### config.mk
export PLATFORM = sky130hd
export DESIGN_NAME = fetch_queue
export DESIGN_NICKNAME = d
export VERILOG_FILES = /design/src/rtl/fetch_queue_pkg.sv /design/src/rtl/fetch_queue_fifo.sv /design/src/rtl/fetch_queue.sv
export SDC_FILE = /design/constraint.sdc
export NUM_CORES = 1
export LEC_CHECK = 0
export ABC_AREA = 0
export CAP_MARGIN = 20
export CORE_ASPECT_RATIO = 1.2
export CORE_MARGIN = 2
export CORE_UTILIZATION = 61
export CTS_CLUSTER_SIZE = 25
export DETAILED_ROUTE_END_ITERATION = 10
export GPL_TIMING_DRIVEN = 0
export PLACE_DENSITY_LB_ADDON = 0.08
export SETUP_SLACK_MARGIN = 0.4
export SKIP_CTS_REPAIR_TIMING = 1
export SYNTH_ARGS = -nofsm -noshare
export SYNTH_HDL_FRONTEND = slang
export SYNTH_SLANG_ARGS = --single-unit
### constraint.sdc
create_clock -name clk -period 7.4 [get_ports clk]
set_clock_uncertainty 0.2 [all_clocks]
set_input_delay 2.22 -clock clk [delete_from_list [all_inputs] [get_ports clk]]
set_output_delay 2.22 -clock clk [all_outputs]
set_load 0.02 [all_outputs]
### src/rtl/fetch_queue_pkg.sv
// Shared definitions for the instruction-fetch front end.
package fetch_queue_pkg;

    localparam int XLEN_DEF = 32;
    localparam int INSTR_W  = 32;

    localparam logic [INSTR_W-1:0]  NOP_INSTR    = 32'h0000_0013;
    localparam logic [XLEN_DEF-1:0] RESET_PC_DEF = '0;

    // One prefetched instruction together with the address it came from.
    typedef struct packed {
        logic [XLEN_DEF-1:0] pc;
        logic [INSTR_W-1:0]  instr;
    } fetch_entry_t;

endpackage

### src/rtl/fetch_queue_fifo.sv
// In-order FIFO with a synchronous flush. A flush wins over push and pop
// in the same cycle. Reads come straight from the storage registers, so a
// pushed word is visible at the head one cycle later.
module fetch_fifo #(
    parameter  int WIDTH = 64,
    parameter  int DEPTH = 4,
    localparam int AW    = $clog2(DEPTH),
    localparam int CW    = $clog2(DEPTH + 1)
) (
    input  logic             clk,
    input  logic             rst,
    input  logic             i_flush,
    input  logic             i_push,
    input  logic [WIDTH-1:0] i_data,
    input  logic             i_pop,
    output logic [WIDTH-1:0] o_data,
    output logic [CW-1:0]    o_count
);

    logic [WIDTH-1:0] r_mem [DEPTH];
    logic [AW-1:0]    r_wr_ptr;
    logic [AW-1:0]    r_rd_ptr;
    logic [CW-1:0]    r_count;
    logic             w_do_push;
    logic             w_do_pop;

    assign w_do_pop  = i_pop && (r_count != '0);
    assign w_do_push = i_push && ((r_count != CW'(DEPTH)) || w_do_pop);

    // Pointer and occupancy tracking; flush returns to the empty state.
    always_ff @(posedge clk or negedge rst) begin
        if (!rst) begin
            r_wr_ptr <= '0;
            r_rd_ptr <= '0;
            r_count  <= '0;
        end else if (i_flush) begin
            r_wr_ptr <= '0;
            r_rd_ptr <= '0;
            r_count  <= '0;
        end else begin
            if (w_do_push) r_wr_ptr <= r_wr_ptr + AW'(1);
            if (w_do_pop)  r_rd_ptr <= r_rd_ptr + AW'(1);
            if (w_do_push && !w_do_pop)      r_count <= r_count + CW'(1);
            else if (w_do_pop && !w_do_push) r_count <= r_count - CW'(1);
        end
    end

    // Entry storage, cleared on reset so the head reads zero.
    always_ff @(posedge clk or negedge rst) begin
        if (!rst) begin
            for (int i = 0; i < DEPTH; i++) r_mem[i] <= '0;
        end else if (w_do_push && !i_flush) begin
            r_mem[r_wr_ptr] <= i_data;
        end
    end

    assign o_data  = r_mem[r_rd_ptr];
    assign o_count = r_count;

endmodule

### src/rtl/fetch_queue.sv
// Instruction-fetch front end: credit-limited request port, in-order
// prefetch queue of {pc, instr}, valid/ready hand-off to decode, and
// redirect handling that flushes the queue and drops stale responses.
module fetch_queue
    import fetch_queue_pkg::*;
#(
    parameter int              XLEN     = XLEN_DEF,
    parameter int              DEPTH    = 4,
    parameter logic [XLEN-1:0] RESET_PC = XLEN'(RESET_PC_DEF)
) (
    input  logic               clk,
    input  logic               rst,
    output logic               o_reqValid,
    input  logic               i_reqReady,
    output logic [XLEN-1:0]    o_reqAddr,
    input  logic               i_rspValid,
    input  logic [INSTR_W-1:0] i_rspData,
    output logic               o_instrValid,
    input  logic               i_decReady,
    output logic [INSTR_W-1:0] o_instr,
    output logic [XLEN-1:0]    o_pc,
    input  logic               i_redirect,
    input  logic [XLEN-1:0]    i_redirectPc
);

    localparam int CW = $clog2(DEPTH + 1);
    localparam int EW = XLEN + INSTR_W;

    logic [XLEN-1:0] r_fetch_pc;
    logic [XLEN-1:0] r_rsp_pc;
    logic [CW-1:0]   r_outstanding;
    logic [CW-1:0]   r_drop;

    logic [CW-1:0]   w_count;
    logic [CW:0]     w_in_flight;
    logic            w_accept;
    logic            w_push;
    logic            w_pop;
    logic [XLEN-1:0] w_redirect_pc;
    logic [EW-1:0]   w_head;
    logic            w_unused_ok;

    assign w_redirect_pc = {i_redirectPc[XLEN-1:2], 2'b00};
    assign w_unused_ok   = &{1'b0, i_redirectPc[1:0]};

    // Queued plus outstanding words may never exceed the queue size, so a
    // response always finds a free slot.
    assign w_in_flight = {1'b0, w_count} + {1'b0, r_outstanding};
    assign o_reqValid  = rst && !i_redirect && (w_in_flight < (CW+1)'(DEPTH));
    assign o_reqAddr   = r_fetch_pc;
    assign w_accept    = o_reqValid && i_reqReady;

    assign w_push = i_rspValid && !i_redirect && (r_drop == '0);
    assign w_pop  = o_instrValid && i_decReady;

    // Fetch address: redirect target, or advance by one word per accept.
    always_ff @(posedge clk or negedge rst) begin
        if (!rst)            r_fetch_pc <= RESET_PC;
        else if (i_redirect) r_fetch_pc <= w_redirect_pc;
        else if (w_accept)   r_fetch_pc <= r_fetch_pc + XLEN'(4);
    end

    // PC tagged onto the next kept response.
    always_ff @(posedge clk or negedge rst) begin
        if (!rst)            r_rsp_pc <= RESET_PC;
        else if (i_redirect) r_rsp_pc <= w_redirect_pc;
        else if (w_push)     r_rsp_pc <= r_rsp_pc + XLEN'(4);
    end

    // Requests accepted by memory whose response has not yet arrived.
    always_ff @(posedge clk or negedge rst) begin
        if (!rst) r_outstanding <= '0;
        else      r_outstanding <= r_outstanding + CW'(w_accept) - CW'(i_rspValid);
    end

    // Stale responses still to discard; after a redirect this equals the
    // remaining outstanding count, so repeated redirects stay consistent.
    always_ff @(posedge clk or negedge rst) begin
        if (!rst)                           r_drop <= '0;
        else if (i_redirect)                r_drop <= r_outstanding - CW'(i_rspValid);
        else if (i_rspValid && r_drop != '0) r_drop <= r_drop - CW'(1);
    end

    fetch_fifo #(
        .WIDTH (EW),
        .DEPTH (DEPTH)
    ) u_fifo (
        .clk     (clk),
        .rst     (rst),
        .i_flush (i_redirect),
        .i_push  (w_push),
        .i_data  ({r_rsp_pc, i_rspData}),
        .i_pop   (w_pop),
        .o_data  (w_head),
        .o_count (w_count)
    );

    assign o_instrValid = (w_count != '0);
    assign o_pc         = w_head[EW-1:INSTR_W];
    assign o_instr      = w_head[INSTR_W-1:0];

`ifndef SYNTHESIS
    a_rsp_credit: assert property (@(posedge clk) disable iff (!rst)
        i_rspValid |-> (r_outstanding != '0))
        else $error("response with no fetch outstanding");
`endif

endmodule

After elaboration in Yosys (flattened, before gate mapping):

Index checks and enable logic that the tools add are counted.

* word-level logic and storage cells: 74
* memories: 0
* memory bits (read-only): 0
* bits in writable memories: 0
* register bits: 333
* bits in latches: 0
* output and inout bits: 98
* input bits: 70

* reduce and logical (&&, ||, !) cells: 26
* order comparisons: 4
* muxes and demuxes: 19
* multiply operators: 0
* shifts and indexed selects: 0
* eq/ne operators: 1
* divide/modulo/power cells: 0
* add/subtract/negate cells: 11
* bitwise operators: 2

Operators with widths (number)
* bitwise mux 256 bit: 1
* two-way mux 64 bit: 3
* binary-select mux 64 bit (select 2 bit): 1
* demux 64 bit (select 2 bit): 1
* two-way mux 32 bit: 4
* adder 32 x 3 -> 32 bit, second input constant: 2
* two-way mux 3 bit: 5
* logical AND 1 bit: 13
* nonzero test 2 bit: 5
* nonzero test 3 bit: 3
* two-way mux 2 bit: 4
* greater-or-equal comparator 3 bit, second input constant: 2
* NOT 2 -> 3 bit: 2
* subtractor 3 x 1 -> 3 bit: 2
* subtractor 3 x 1 -> 3 bit, second input constant: 2
* adder 2 x 1 -> 2 bit, second input constant: 2
* adder 3 x 3 -> 4 bit: 1
* less-than comparator 4 x 3 -> 1 bit, second input constant: 1
* adder 3 x 1 -> 3 bit: 1
* adder 3 x 1 -> 3 bit, second input constant: 1
* zero test 1 bit: 3
* zero test 3 bit: 1
* less-than comparator 3 x 1 -> 1 bit, second input constant: 1
* inequality test 3 bit, second input constant: 1
* logical OR 1 bit: 1

Logic depth before layout (Yosys ltp):

Gate-level depths: netlist of run 1.

* word-level depth: 10
* mapped depth: 14
* mapped depth without buffers: 11

Hierarchy:

From an unflattened synthesis of run 1, not the netlist that was laid out.

* cell total of the unflattened synthesis: 1080
* area, all modules: 15406.0 µm²

Modules (own cells, without submodules)
* fetch_fifo: times used 1, cells each 679, sequential area each 6581.3 µm², area an instance 11504.8 µm²
* fetch_queue: times used 1, cells each 401, sequential area each 1651.6 µm², area an instance 3901.2 µm²

Least setup slack after synthesis of run 1:

OpenSTA, ideal clock, no wires.

* path kind: input to output
* start point: input i_redirect
* end point: output o_reqValid
* buffers on the path: 1
* required time: 4.980 ns
* setup slack: 2.083 ns
* arrival: 2.897 ns
* stages on the path: 3
* cells stage by stage: clkinv_1 -> clkbuf_1 -> and3_1

* word-level cells in the longest chain between the ends: 3

Ends and longest elaborated chain
* start: declaration: line fetch_queue.sv:22 `input logic i_redirect,`
* zero test 1 bit: line fetch_queue.sv:49 `assign o_reqValid = rst && !i_redirect && (w_in_flight < (CW+1)'(DEPTH));`
* logical AND 1 bit (2 in series): line fetch_queue.sv:49
* end: declaration: line fetch_queue.sv:13 `output logic o_reqValid,`

Every way passes these cells.

Final worst setup path of run 1:

Same ends and word-level chain as after synthesis.

==> results of run 1 <==
[power groups by stage]
| stage | sequential (mW) | clock [mW] | combinational (mW) |
|---|---|---|---|
| 6_report | 2.42 | 1.62 | 2.13 |
| 5_1_grt | 2.48 | 1.72 | 2.28 |
| 4_1_cts | 2.42 | 1.64 | 2.15 |
| 3_5_place_dp | 2.44 | 0 | 2.14 |
| 3_3_place_gp | 2.43 | 0 | 2.09 |
| 2_1_floorplan | 2.38 | 0 | 1.34 |
[through the flow]
step / setup TNS (ns) / cell area (sq um)
global route: 0 / 18200
CTS: 0 / 18100
detailed placement: 0 / 17100
global placement: -3473.47 / 17000
finish: 0 / 18200
floorplan: 0 / 15000
[cells by family (layout without fill, tap and decap cells)]
family | after synthesis | in the layout
other | 1 | 4
buffers and inverters | 91 | 314
adders and majority gates | 16 | 16
and+or+nand+nor | 193 | 193
xor gates and xnor gates | 43 | 43
muxes | 321 | 321
AOI/OAI and AO/OA | 81 | 81
DFF | 321 | 321
[area by class of cell]
cell class | count | area (sq um) | area share
clock inverters | 7 | 53.8 | 0.00296
well taps | 320 | 400 | 0.0220
repair buffers | 166 | 1750 | 0.0965
inverters | 18 | 67.6 | 0.00372
flip-flops and latches | 321 | 8030 | 0.442
multi-input cells | 658 | 6460 | 0.356
clock buffers | 50 | 1000 | 0.0551
plain buffers | 73 | 403 | 0.0222
[routing by layer]
metal  up-vias  global-route usage
li1       4323                   -
met1      4994               0.373
met2       288               0.440
met3        54              0.0408
met4         0              0.0741
met5         -                   0
[placed cells by master, fill, tap and decap left out, types with 7 or more instances in the layout]
cell type	n
sky130_fd_sc_hd__dfrtp_1	321
sky130_fd_sc_hd__mux2_2	255
sky130_fd_sc_hd__clkdlybuf4s50_1	160
sky130_fd_sc_hd__mux4_2	62
sky130_fd_sc_hd__nand2_1	58
sky130_fd_sc_hd__buf_2	41
sky130_fd_sc_hd__clkbuf_16	37
sky130_fd_sc_hd__o21ai_0	34
sky130_fd_sc_hd__nand3_1	31
sky130_fd_sc_hd__nor2_1	27
sky130_fd_sc_hd__clkbuf_1	25
sky130_fd_sc_hd__nand4_1	24
sky130_fd_sc_hd__xnor2_1	23
sky130_fd_sc_hd__xor2_1	20
sky130_fd_sc_hd__inv_1	16
sky130_fd_sc_hd__ha_1	14
sky130_fd_sc_hd__o311ai_0	12
sky130_fd_sc_hd__a21oi_1	11
sky130_fd_sc_hd__nor4_1	8
sky130_fd_sc_hd__and3_1	8
sky130_fd_sc_hd__o211ai_1	8
sky130_fd_sc_hd__buf_4	7
sky130_fd_sc_hd__clkbuf_8	7
[registers in the layout, indices dropped and copies added, names as in the netlist]
name	flops
o_reqAddr	30
r_drop	3
r_outstanding	3
r_rsp_pc	30
u_fifo.o_count	3
u_fifo.r_mem	248
u_fifo.r_rd_ptr	2
u_fifo.r_wr_ptr	2
[worst paths after layout]
kind / to / from / depth (start not counted)
setup / recovery: o_reqValid / i_redirect / 5
hold / removal: u_fifo.r_mem[83] / u_fifo.r_mem[83] / 1
setup reg to reg: r_outstanding[2] / r_outstanding[2] / 14
hold reg to reg: u_fifo.r_mem[83] / u_fifo.r_mem[83] / 1
max in group asynchronous: u_fifo.r_mem[233] / rst / 3
min in group asynchronous: u_fifo.r_mem[135] / rst / 1
==> results.rst, run 1 <==
.. list-table::
   :header-rows: 1

   * - Metric
     - Value
   * - Maximum number of pins on one net before global-route repair
     - 112
   * - Routed via count divided by cell count
     - ~6
   * - Overall power consumption
     - 6.17 mW
   * - Average wire per cell in the routed design
     - roughly 21 um
   * - Required time of the critical path
     - 4.98 ns
   * - Post-synthesis xor/xnor area fraction
     - 0.0252
   * - Syn Area/Cell
     - 14.0 sq um
   * - Power share of the sequential group
     - 0.393
   * - DRC Markers
     - 0
   * - Leakage
     - 8.12 nW
   * - Post-synthesis cell type with the largest combined area
     - sky130_fd_sc_hd__dfrtp_1
   * - Core ar.
     - 0.0240 sq mm
   * - Sort of element at the start of the critical path
     - primary input
   * - Transition at the pin with the smallest max-transition slack
     - 0.819 ns
   * - Antenna Nets Post-Route
     - 0
   * - Number of rows created at floorplan
     - 62
   * - Final hold slack
     - 0.302 ns
   * - Utilization of the core after routing
     - 0.756
   * - Vias
     - 9659
   * - Vias in the first global route
     - 10105
   * - Share of the synthesized area in compound gates (AO/OA/AOI/OAI)
     - 0.0333
   * - Simple-gate portion of the synthesized area
     - 0.0700
   * - Internal power contribution
     - 4.28 mW
   * - Clock sinks
     - 321
   * - Max Cap Viol
     - 0
   * - Cells after synthesis
     - 1067
   * - Count of inserted antenna diode cells
     - 0
   * - GRT Resource Usage Total
     - 0.265
   * - Relative slew slack
     - 0.454
   * - Largest vdd supply drop
     - ~0.22 mV
   * - Fin. Hold Viols
     - 0
   * - Highest-delay cell along the critical path
     - sky130_fd_sc_hd__clkdlybuf4s50_1
   * - Critical Path Fanout Max
     - 10
   * - Share of power burned in the clock network
     - 0.262
   * - RSZ-0062 raised after global routing
     - no
   * - Share of final-layout standard cells stronger than drive strength 1
     - 0.343
   * - Cell types with the highest counts after synthesis
     - 321 x sky130_fd_sc_hd__dfrtp_1, 255 x sky130_fd_sc_hd__mux2_2, 62 x sky130_fd_sc_hd__mux4_2
   * - Metal3 WL
     - 1.58 mm
   * - Top cells by area, synth
     - sky130_fd_sc_hd__dfrtp_1 54%, sky130_fd_sc_hd__mux2_2 19%, sky130_fd_sc_hd__mux4_2 9.3%
   * - Power per cell area
     - 339 mW/mm^2
   * - Highest Clock Rate
     - 0.146 GHz
   * - Uppermost signal routing layer after detailed routing
     - met4
   * - Final worst-path cycle share
     - 0.928
   * - Critical Path Sink Type
     - primary output
   * - Final #Nets
     - 1358
   * - Setup slack at placement
     - 0.171 ns
   * - Inst Count DP
     - 1554
   * - Clock Root Buffer
     - sky130_fd_sc_hd__clkbuf_16
   * - Residual overflow from global routing
     - 0
   * - Hold Path Class
     - reg -> reg
   * - Number of levels in the clock H-tree
     - 2
   * - Async set or reset register ratio after synthesis
     - 1.00
   * - Largest family of logic cells by synthesized area
     - multiplexers
   * - Placed wire-length estimate after detailed placement
     - 22.5 mm
   * - Post-synthesis share of cell area spent on full adders, half adders and majority gates
     - 0.0144
   * - Final WS setup
     - 0.530 ns
   * - Total count of max-transition violations in the final report
     - 0
   * - Final cell count without fillers
     - between 1500 and 2000
   * - Cell-by-cell trace of the critical path
     - clkdlybuf4s50_1 -> clkinv_1 -> clkbuf_1 -> and3_1 -> clkdlybuf4s50_1
   * - Outcome
     - finished clean
   * - Number of flops mapped to enable cells by yosys
     - 0
   * - Layout-stage area growth over the synthesis result
     - 21.6%
   * - CTS clock-pin slew for the worst setup and hold paths
     - 0.06 ns
   * - Latest clock arrival within the worst-skew pair
     - 0.50 ns
   * - Largest incremental delay on the critical path
     - 0.60 ns
   * - Fraction of power spent switching nets
     - 0.307
   * - Comb pwr share
     - 0.345
   * - Chip Width
     - 147 um
   * - Endpoints failing setup
     - 0
   * - Area fraction of the dominant cell type after synthesis
     - 0.537
   * - M1 WL
     - 14.5 mm
   * - Category of the critical setup timing path
     - in -> out
   * - Flop2flop setup slack
     - slightly above 4 ns
   * - Length of the first detailed-routing pass in iterations
     - 5
   * - Number of I/O pins
     - 168
   * - Number of distinct library cells after synthesis
     - 58
   * - Arrival time of the worst setup path
     - between 4 and 5 ns
   * - Routed wire length on met2
     - around 16 mm
   * - Wire length of the first global-routing pass
     - 54.1 mm
   * - CTS tree
     - yes
   * - Minimum clock period after layout
     - 6.87 ns
   * - Overall die area
     - between 0.02 and 0.03 sq mm
   * - IO buf count
     - 161
   * - Most numerous cell on the critical path
     - sky130_fd_sc_hd__clkdlybuf4s50_1
   * - Mux cell area share after synthesis
     - 0.288
   * - Buffers and inverters on the worst path
     - 4
   * - Placer Congestion
     - 0.910
   * - CTS buffer count
     - 34
   * - Initial antenna violation count
     - 0
   * - Yosys Warn Count
     - 0
   * - NetSw
     - approximately 1.9 mW
   * - Sequential fraction of the synthesis area
     - 0.537
   * - Summed instance area of the synthesized netlist
     - approximately 0.015 sq mm
   * - Number of fillers in the final layout
     - 1590
   * - Total wirelength of the detailed-routed design
     - 33.3 mm
   * - Number of flip-flops and latches in the synthesized netlist
     - 321
   * - Critical path's top delay family
     - buffers and inverters
   * - Starting density of the core
     - 0.622
   * - Prevailing post-synth register cell
     - sky130_fd_sc_hd__dfrtp_1
   * - Die outline height
     - 175 um
   * - Cell with the most instances after synthesis
     - sky130_fd_sc_hd__dfrtp_1
   * - Initial drt markers
     - 471
   * - Clk buf depth
     - 3
No activity file was read; power rests on OpenSTA's default activity.
==> run 2, diff against run 1 <==
--- a/config.mk
+++ b/config.mk
@@ -14,7 +14,7 @@
 export DETAILED_ROUTE_END_ITERATION = 10
 export GPL_TIMING_DRIVEN = 0
 export PLACE_DENSITY_LB_ADDON = 0.08
-export SETUP_SLACK_MARGIN = 0.4
+export SETUP_SLACK_MARGIN = 0.1
 export SKIP_CTS_REPAIR_TIMING = 1
 export SYNTH_ARGS = -nofsm -noshare
 export SYNTH_HDL_FRONTEND = slang
==> run 2 against run 1 <==
Effect of this change:
- via count is 0.51% lower
- highest routed layer unchanged
- fmax about the same
- critical path type unchanged
- flip-flop and latch count unchanged
- largest power group unchanged
- largest cell class unchanged
==> results.rst, run 2 (same netlist as run 1, synthesis figures left out) <==
.. list-table::
   :header-rows: 1

   * - Metric
     - Value
   * - Flop2flop setup slack
     - 3.97 ns (was 4.05 ns)
   * - Number of flip-flops under the largest register name
     - 248 (unchanged)
   * - Layout-stage area growth over the synthesis result
     - 21.4% (was 21.6%)
   * - Register with the most flip-flops
     - u_fifo.r_mem (unchanged)
   * - Count of inserted antenna diode cells
     - 0 (unchanged)
   * - Share of power burned in the clock network
     - 0.262 (about the same)
   * - Highest Clock Rate
     - 0.145 GHz (was 0.146 GHz)
   * - Share of final-layout standard cells stronger than drive strength 1
     - 0.341 (was 0.343)
   * - GR met1 Demand/Resource
     - 0.373 (unchanged)
   * - Power per cell area
     - 339 mW/mm^2 (about the same)
   * - Category of the critical setup timing path
     - in -> out (unchanged)
   * - Core ar.
     - 0.0240 sq mm (unchanged)
   * - Overall die area
     - 0.0258 sq mm (unchanged)
   * - CTS clock-pin slew for the worst setup and hold paths
     - 0.06 ns (about the same)
   * - Average wire per cell in the routed design
     - 20.5 um (was 20.6 um)
   * - Total count of max-transition violations in the final report
     - 0 (unchanged)
   * - Leading cell types in the layout, fill and taps excluded
     - 321 x sky130_fd_sc_hd__dfrtp_1, 255 x sky130_fd_sc_hd__mux2_2, 160 x sky130_fd_sc_hd__clkdlybuf4s50_1 (unchanged)
   * - Final instance area
     - 0.0181 sq mm (was 0.0182 sq mm)
   * - Leakage
     - 8.11 nW (was 8.12 nW)
   * - Capture point of the worst path
     - o_reqValid (unchanged)
   * - Count of cell instances traversed by the critical path
     - 6 (was 5)
   * - Starting density of the core
     - 0.622 (unchanged)
   * - Placed wire-length estimate after detailed placement
     - 22.5 mm (unchanged)
   * - CTS tree
     - yes (unchanged)
   * - Routed via count divided by cell count
     - 5.96 (was 5.99)
   * - Largest vdd supply drop
     - 0.217 mV (was 0.221 mV)
   * - Comb pwr share
     - 0.344 (was 0.345)
   * - Setup slack at placement
     - 0.171 ns (unchanged)
   * - Length of the first detailed-routing pass in iterations
     - 5 (unchanged)
   * - Die outline height
     - 175 um (unchanged)
   * - Global-route met2 utilization
     - 0.440 (unchanged)
   * - Inst Count DP
     - 1554 (unchanged)
   * - Launch point of the critical path
     - rst (was i_redirect)
   * - Antenna Nets Post-Route
     - 0 (unchanged)
   * - Critical Path Sink Type
     - primary output (unchanged)
   * - Final hold slack
     - 0.301 ns (was 0.302 ns)
   * - Minimum clock period after layout
     - 6.87 ns (about the same)
   * - Internal power contribution
     - 4.27 mW (was 4.28 mW)
   * - Clock Root Buffer
     - sky130_fd_sc_hd__clkbuf_16 (unchanged)
   * - Sort of element at the start of the critical path
     - primary input (unchanged)
   * - Chip Width
     - 147 um (unchanged)
   * - Outcome
     - finished clean (unchanged)
   * - Power share of the sequential group
     - 0.394 (was 0.393)
   * - Residual overflow from global routing
     - 0 (unchanged)
   * - Wire length of the first global-routing pass
     - 54.1 mm (unchanged)
   * - Reg2reg start
     - r_outstanding[2] (unchanged)
   * - IO buf count
     - 161 (unchanged)
   * - Fraction of power spent switching nets
     - 0.306 (was 0.307)
   * - RSZ-0062 raised after global routing
     - no (unchanged)
   * - Number of I/O pins
     - 168 (unchanged)
   * - Transition at the pin with the smallest max-transition slack
     - 0.836 ns (was 0.819 ns)
   * - Vias in the first global route
     - 10105 (unchanged)
   * - Placer Congestion
     - 0.910 (unchanged)
   * - Met3 Use GR
     - 0.0408 (unchanged)
   * - Number of rows created at floorplan
     - 62 (unchanged)
   * - Critical register-to-register path endpoint
     - r_outstanding[2] (unchanged)
   * - Final #Nets
     - 1357 (was 1358)
   * - GRT Resource Usage Total
     - 0.265 (unchanged)
   * - Fin. Hold Viols
     - 0 (unchanged)
   * - Arrival time of the worst setup path
     - 4.45 ns (about the same)
   * - Cell-by-cell trace of the critical path
     - buf_12 -> buf_16 -> buf_16 -> nor4b_1 -> and3_1 -> clkdlybuf4s50_1 (was clkdlybuf4s50_1 -> clkinv_1 -> clkbuf_1 -> and3_1 -> clkdlybuf4s50_1)
   * - Largest incremental delay on the critical path
     - 0.60 ns (about the same)
   * - Final worst-path cycle share
     - 0.929 (was 0.928)
   * - Critical Path Fanout Max
     - 77 (was 10)
   * - Relative slew slack
     - 0.443 (was 0.454)
   * - Latest clock arrival within the worst-skew pair
     - 0.50 ns (about the same)
   * - Total wirelength of the detailed-routed design
     - 33.0 mm (was 33.3 mm)
   * - Buffers and inverters on the worst path
     - 4 (unchanged)
   * - Most utilized layer in the global route result
     - met2 (unchanged)
   * - Number of cells on the worst reg-to-reg path
     - 14 (unchanged)
   * - Critical path's top delay family
     - buffers and inverters (unchanged)
   * - Maximum number of pins on one net before global-route repair
     - 112 (unchanged)
   * - Endpoints failing setup
     - 0 (unchanged)
   * - Area post-placement
     - 0.0171 sq mm (unchanged)
   * - Hold Path Class
     - reg -> reg (unchanged)
   * - Clock sinks
     - 321 (unchanged)
   * - Number of levels in the clock H-tree
     - 2 (unchanged)
   * - Initial antenna violation count
     - 0 (unchanged)
   * - Max Cap Viol
     - 0 (unchanged)
   * - Final cell count without fillers
     - 1612 (was 1613)
   * - Vias
     - 9610 (was 9659)
   * - Final WS setup
     - 0.527 ns (was 0.530 ns)
   * - DRC Markers
     - 0 (unchanged)
   * - Highest-delay cell along the critical path
     - sky130_fd_sc_hd__clkdlybuf4s50_1 (unchanged)
   * - Most numerous cell on the critical path
     - sky130_fd_sc_hd__buf_16 (was sky130_fd_sc_hd__clkdlybuf4s50_1)
   * - Initial drt markers
     - 492 (was 471)
   * - Most common cell after layout, fill and taps aside
     - sky130_fd_sc_hd__dfrtp_1 (unchanged)
   * - CTS buffer count
     - 34 (unchanged)
   * - Required time of the critical path
     - 4.98 ns (about the same)
   * - NetSw
     - 1.89 mW (about the same)
   * - Clk buf depth
     - 3 (unchanged)
==> run 2: cell types whose count changed in the layout (fill, tap and decap cells not counted) <==
cell and delta:
sky130_fd_sc_hd__nor4b_1 +1, sky130_fd_sc_hd__nor4b_2 -1, sky130_fd_sc_hd__clkbuf_16 -1
==> run 2: through the flow <==
step	setup TNS, ns	util	power, mW
after floorplan	0	-	3.72
after global placement	-3473.47	0.706	4.52
after detailed placement	0	0.709	4.59
after CTS	0	0.753	6.21
after global routing	0	0.755	6.47
final	0	0.755	6.16
==> run 2: power groups by stage <==
| stage | logic, mW | registers, mW | clock network, mW |
|---|---|---|---|
| 2_1_floorplan | 1.34 | 2.38 | 0 |
| 3_3_place_gp | 2.09 | 2.43 | 0 |
| 3_5_place_dp | 2.14 | 2.44 | 0 |
| 4_1_cts | 2.15 | 2.42 | 1.64 |
| 5_1_grt | 2.27 | 2.48 | 1.72 |
| 6_report | 2.12 | 2.42 | 1.62 |
==> run 2: how the worst min path moves through the flow <==
stage,endpoint,cells past startpoint,startpoint,slack [ns]
6_report,u_fifo.r_mem[112],1,u_fifo.r_mem[112],0.30
2_1_floorplan,u_fifo.r_mem[78],1,u_fifo.r_mem[78],0.28
3_3_place_gp,u_fifo.r_mem[37],1,u_fifo.r_mem[37],0.28
3_5_place_dp,u_fifo.r_mem[205],1,u_fifo.r_mem[205],0.29
5_1_grt,u_fifo.r_mem[1],1,u_fifo.r_mem[1],0.32
4_1_cts,u_fifo.r_mem[23],1,u_fifo.r_mem[23],0.30
==> run 2: routing by layer <==
layer,part of all wire,wire (um),vias to the layer above
met2,0.49,16300,266
met3,0.045,1490,48
li1,-,-,4318
met1,0.44,14500,4978
met4,0.021,708,0
met5,0,0,-
==> run 2: area by class of cell <==
type	count	area (sq um)
Clock inverter	7	53.8
Sequential cell	321	8030
Fill cell	1592	5900
Buffer	73	403
Tap cell	320	400
Inverter	18	67.6
Clock buffer	50	1000
Multi-Input combinational cell	658	6460
Timing Repair Buffer	165	1730
==> run 2: worst reg2reg max path, stage by stage (launching register included) <==
cell                      delay, ns
sky130_fd_sc_hd__dfrtp_1       0.42
sky130_fd_sc_hd__ha_1          0.33
sky130_fd_sc_hd__nor4b_1       0.32
sky130_fd_sc_hd__and4_1        0.23
sky130_fd_sc_hd__buf_2         0.20
sky130_fd_sc_hd__inv_2         0.05
sky130_fd_sc_hd__buf_2         0.17
sky130_fd_sc_hd__buf_2         0.22
sky130_fd_sc_hd__ha_1          0.29
sky130_fd_sc_hd__inv_1         0.05
sky130_fd_sc_hd__ha_1          0.13
sky130_fd_sc_hd__inv_1         0.05
sky130_fd_sc_hd__fa_1          0.38
sky130_fd_sc_hd__xnor2_1       0.15
sky130_fd_sc_hd__xnor2_1       0.13
==> run 3, diff against run 2 <==
--- a/config.mk
+++ b/config.mk
@@ -7,7 +7,6 @@
 export LEC_CHECK = 0
 export ABC_AREA = 0
 export CAP_MARGIN = 20
-export CORE_ASPECT_RATIO = 1.2
 export CORE_MARGIN = 2
 export CORE_UTILIZATION = 61
 export CTS_CLUSTER_SIZE = 25
==> run 3 against run 2 <==
Effect of this change:
- core utilization decreased by 0.45 points
- setup slack got worse by 0.022 ns
- clock power about the same
- largest power group unchanged
- clock-buffer cell count decreased by 4
- highest routed layer unchanged
- routed wire length decreased by 1.2%
- flip-flop and latch count unchanged
- final area about the same
- fmax decreased by 0.31%
- via count increased by 0.28%
==> results.rst, run 3 (same netlist as run 1, synthesis figures left out) <==
.. list-table::
   :header-rows: 1

   * - Metric
     - Value
   * - Count of inserted antenna diode cells
     - 0 (unchanged)
   * - Final instance area
     - 0.0181 sq mm (about the same)
   * - Total wirelength of the detailed-routed design
     - 32.6 mm (was 33.0 mm)
   * - Number of flip-flops under the largest register name
     - 248 (unchanged)
   * - Cell-by-cell trace of the critical path
     - clkdlybuf4s50_1 -> clkinv_1 -> clkbuf_1 -> and3_1 -> clkdlybuf4s50_1 (was buf_12 -> buf_16 -> buf_16 -> nor4b_1 -> and3_1 -> clkdlybuf4s50_1)
   * - Fin. Hold Viols
     - 0 (unchanged)
   * - Required time of the critical path
     - 4.98 ns (about the same)
   * - Starting density of the core
     - 0.618 (was 0.622)
   * - Layout-stage area growth over the synthesis result
     - 21.3% (was 21.4%)
   * - Average wire per cell in the routed design
     - 20.3 um (was 20.5 um)
   * - Total count of max-transition violations in the final report
     - 0 (unchanged)
   * - Maximum number of pins on one net before global-route repair
     - 116 (was 112)
   * - Wire length of the first global-routing pass
     - 53.8 mm (was 54.1 mm)
   * - Most numerous cell on the critical path
     - sky130_fd_sc_hd__clkdlybuf4s50_1 (was sky130_fd_sc_hd__buf_16)
   * - Overall die area
     - 0.0258 sq mm (about the same)
   * - Highest-delay cell along the critical path
     - sky130_fd_sc_hd__clkdlybuf4s50_1 (unchanged)
   * - Antenna Nets Post-Route
     - 0 (unchanged)
   * - Routed via count divided by cell count
     - 5.99 (was 5.96)
   * - Residual overflow from global routing
     - 0 (unchanged)
   * - Core ar.
     - 0.0242 sq mm (was 0.0240 sq mm)
   * - Length of the first detailed-routing pass in iterations
     - 5 (unchanged)
   * - Leading cell types in the layout, fill and taps excluded
     - 321 x sky130_fd_sc_hd__dfrtp_1, 255 x sky130_fd_sc_hd__mux2_2, 160 x sky130_fd_sc_hd__clkdlybuf4s50_1 (unchanged)
   * - Leakage
     - 8.10 nW (was 8.11 nW)
   * - Highest Clock Rate
     - 0.145 GHz (about the same)
   * - Chip Width
     - 161 um (was 147 um)
   * - Sequential cell area
     - 0.00803 sq mm (unchanged)
   * - Relative slew slack
     - 0.449 (was 0.443)
   * - Latest clock arrival within the worst-skew pair
     - 0.50 ns (about the same)
   * - Buffers and inverters on the worst path
     - 4 (unchanged)
   * - Vias
     - 9637 (was 9610)
   * - Largest incremental delay on the critical path
     - 0.62 ns (was 0.60 ns)
   * - Inst Count DP
     - 1558 (was 1554)
   * - CTS tree
     - yes (unchanged)
   * - Power per cell area
     - 341 mW/mm^2 (was 339 mW/mm^2)
   * - Arrival time of the worst setup path
     - 4.47 ns (was 4.45 ns)
   * - Clock sinks
     - 321 (unchanged)
   * - Transition at the pin with the smallest max-transition slack
     - 0.827 ns (was 0.836 ns)
   * - Final hold slack
     - 0.300 ns (was 0.301 ns)
   * - Vias in the first global route
     - 10174 (was 10105)
   * - IO buf count
     - 161 (unchanged)
   * - Clock Root Buffer
     - sky130_fd_sc_hd__clkbuf_16 (unchanged)
   * - Overall power consumption
     - 6.18 mW (was 6.16 mW)
   * - CTS buffer count
     - 36 (was 34)
   * - Sort of element at the start of the critical path
     - primary input (unchanged)
   * - Initial antenna violation count
     - 0 (unchanged)
   * - Register with the most flip-flops
     - u_fifo.r_mem (unchanged)
   * - Max Cap Viol
     - 0 (unchanged)
   * - GRT Resource Usage Total
     - 0.263 (was 0.265)
   * - Outcome
     - finished clean (unchanged)
   * - Number of rows created at floorplan
     - 57 (was 62)
   * - Final cell count without fillers
     - 1610 (was 1612)
   * - Final worst-path cycle share
     - 0.932 (was 0.929)
   * - Clk buf depth
     - 3 (unchanged)
   * - Largest vdd supply drop
     - 0.197 mV (was 0.217 mV)
   * - Number of levels in the clock H-tree
     - 2 (unchanged)
   * - Setup slack at placement
     - 0.532 ns (was 0.171 ns)
   * - Area of the multi-input gates
     - 0.00646 sq mm (unchanged)
   * - Critical Path Fanout Max
     - 10 (was 77)
   * - Category of the critical setup timing path
     - in -> out (unchanged)
   * - Placed wire-length estimate after detailed placement
     - 22.5 mm (about the same)
   * - Final WS setup
     - 0.505 ns (was 0.527 ns)
   * - Initial drt markers
     - 536 (was 492)
   * - Number of fillers in the final layout
     - 1575 (was 1592)
   * - Number of I/O pins
     - 168 (unchanged)
   * - Area post-placement
     - 0.0171 sq mm (about the same)
   * - Die outline height
     - 161 um (was 175 um)
   * - Placer Congestion
     - 0.943 (was 0.910)
   * - Final #Nets
     - 1358 (was 1357)
   * - Critical path's top delay family
     - buffers and inverters (unchanged)
   * - Hold Path Class
     - reg -> reg (unchanged)
   * - Endpoints failing setup
     - 0 (unchanged)
   * - Most common cell after layout, fill and taps aside
     - sky130_fd_sc_hd__dfrtp_1 (unchanged)
   * - Share of final-layout standard cells stronger than drive strength 1
     - 0.343 (was 0.341)
   * - DRC Markers
     - 0 (unchanged)
   * - Critical Path Sink Type
     - primary output (unchanged)
   * - CTS clock-pin slew for the worst setup and hold paths
     - 0.06 ns (about the same)
   * - Minimum clock period after layout
     - 6.89 ns (was 6.87 ns)
   * - RSZ-0062 raised after global routing
     - no (unchanged)
-- run 3: changes by cell type in the layout (fill, tap and decap cells not counted), sizes merged --
| cell | change |
|---|---|
| clkbuf | -5 |
| clkinvlp | +1 |
| clkinv | -2 |
-- run 3: final timing paths --
kind	startpoint	end	cells after the start	slack, ns
max	i_redirect	o_reqValid	5	0.51
min	u_fifo.r_mem[12]	u_fifo.r_mem[12]	1	0.30
max reg2reg	r_outstanding[2]	r_outstanding[2]	14	3.99
min reg2reg	u_fifo.r_mem[12]	u_fifo.r_mem[12]	1	0.30
max in group asynchronous	rst	u_fifo.r_mem[170]	3	4.28
min in group asynchronous	rst	u_fifo.r_mem[137]	1	1.46
-- run 3: power by group --
group	internal [mW]	switching, mW
Combinational	1.17	0.953
Clock	0.970	0.665
Sequential	2.16	0.260
Total	4.30	1.88
-- run 3: worst register-to-register path, stage by stage, from the launching register on --
cell,delay (ns)
sky130_fd_sc_hd__dfrtp_1,0.42
sky130_fd_sc_hd__ha_1,0.33
sky130_fd_sc_hd__nor4b_1,0.30
sky130_fd_sc_hd__and4_1,0.23
sky130_fd_sc_hd__buf_2,0.20
sky130_fd_sc_hd__inv_2,0.05
sky130_fd_sc_hd__buf_2,0.18
sky130_fd_sc_hd__buf_2,0.23
sky130_fd_sc_hd__ha_1,0.30
sky130_fd_sc_hd__inv_1,0.05
sky130_fd_sc_hd__ha_1,0.13
sky130_fd_sc_hd__inv_1,0.05
sky130_fd_sc_hd__fa_1,0.37
sky130_fd_sc_hd__xnor2_1,0.18
sky130_fd_sc_hd__xnor2_1,0.14
-- run 3: final cells by class --
| class | count | share of cell area |
|---|---|---|
| well taps | 324 | 0.0224 |
| clock buffers | 46 | 0.0568 |
| inverters | 18 | 0.00373 |
| plain buffers | 73 | 0.0222 |
| multi-input cells | 658 | 0.356 |
| clock inverters | 6 | 0.00214 |
| repair buffers | 164 | 0.0937 |
| flip-flops and latches | 321 | 0.443 |
-- run 3: stage by stage --
step            util  TNS [ns]
6_report       0.750         0
4_1_cts        0.750         0
2_1_floorplan      -         0
3_3_place_gp   0.702  -3485.96
3_5_place_dp   0.706         0
5_1_grt        0.750         0
-- run 3: metal layers --
layer	GRT usage	share of wire
met3	0.0486	0.062
met4	0.0614	0.018
met2	0.433	0.49
met5	0	0
met1	0.369	0.43
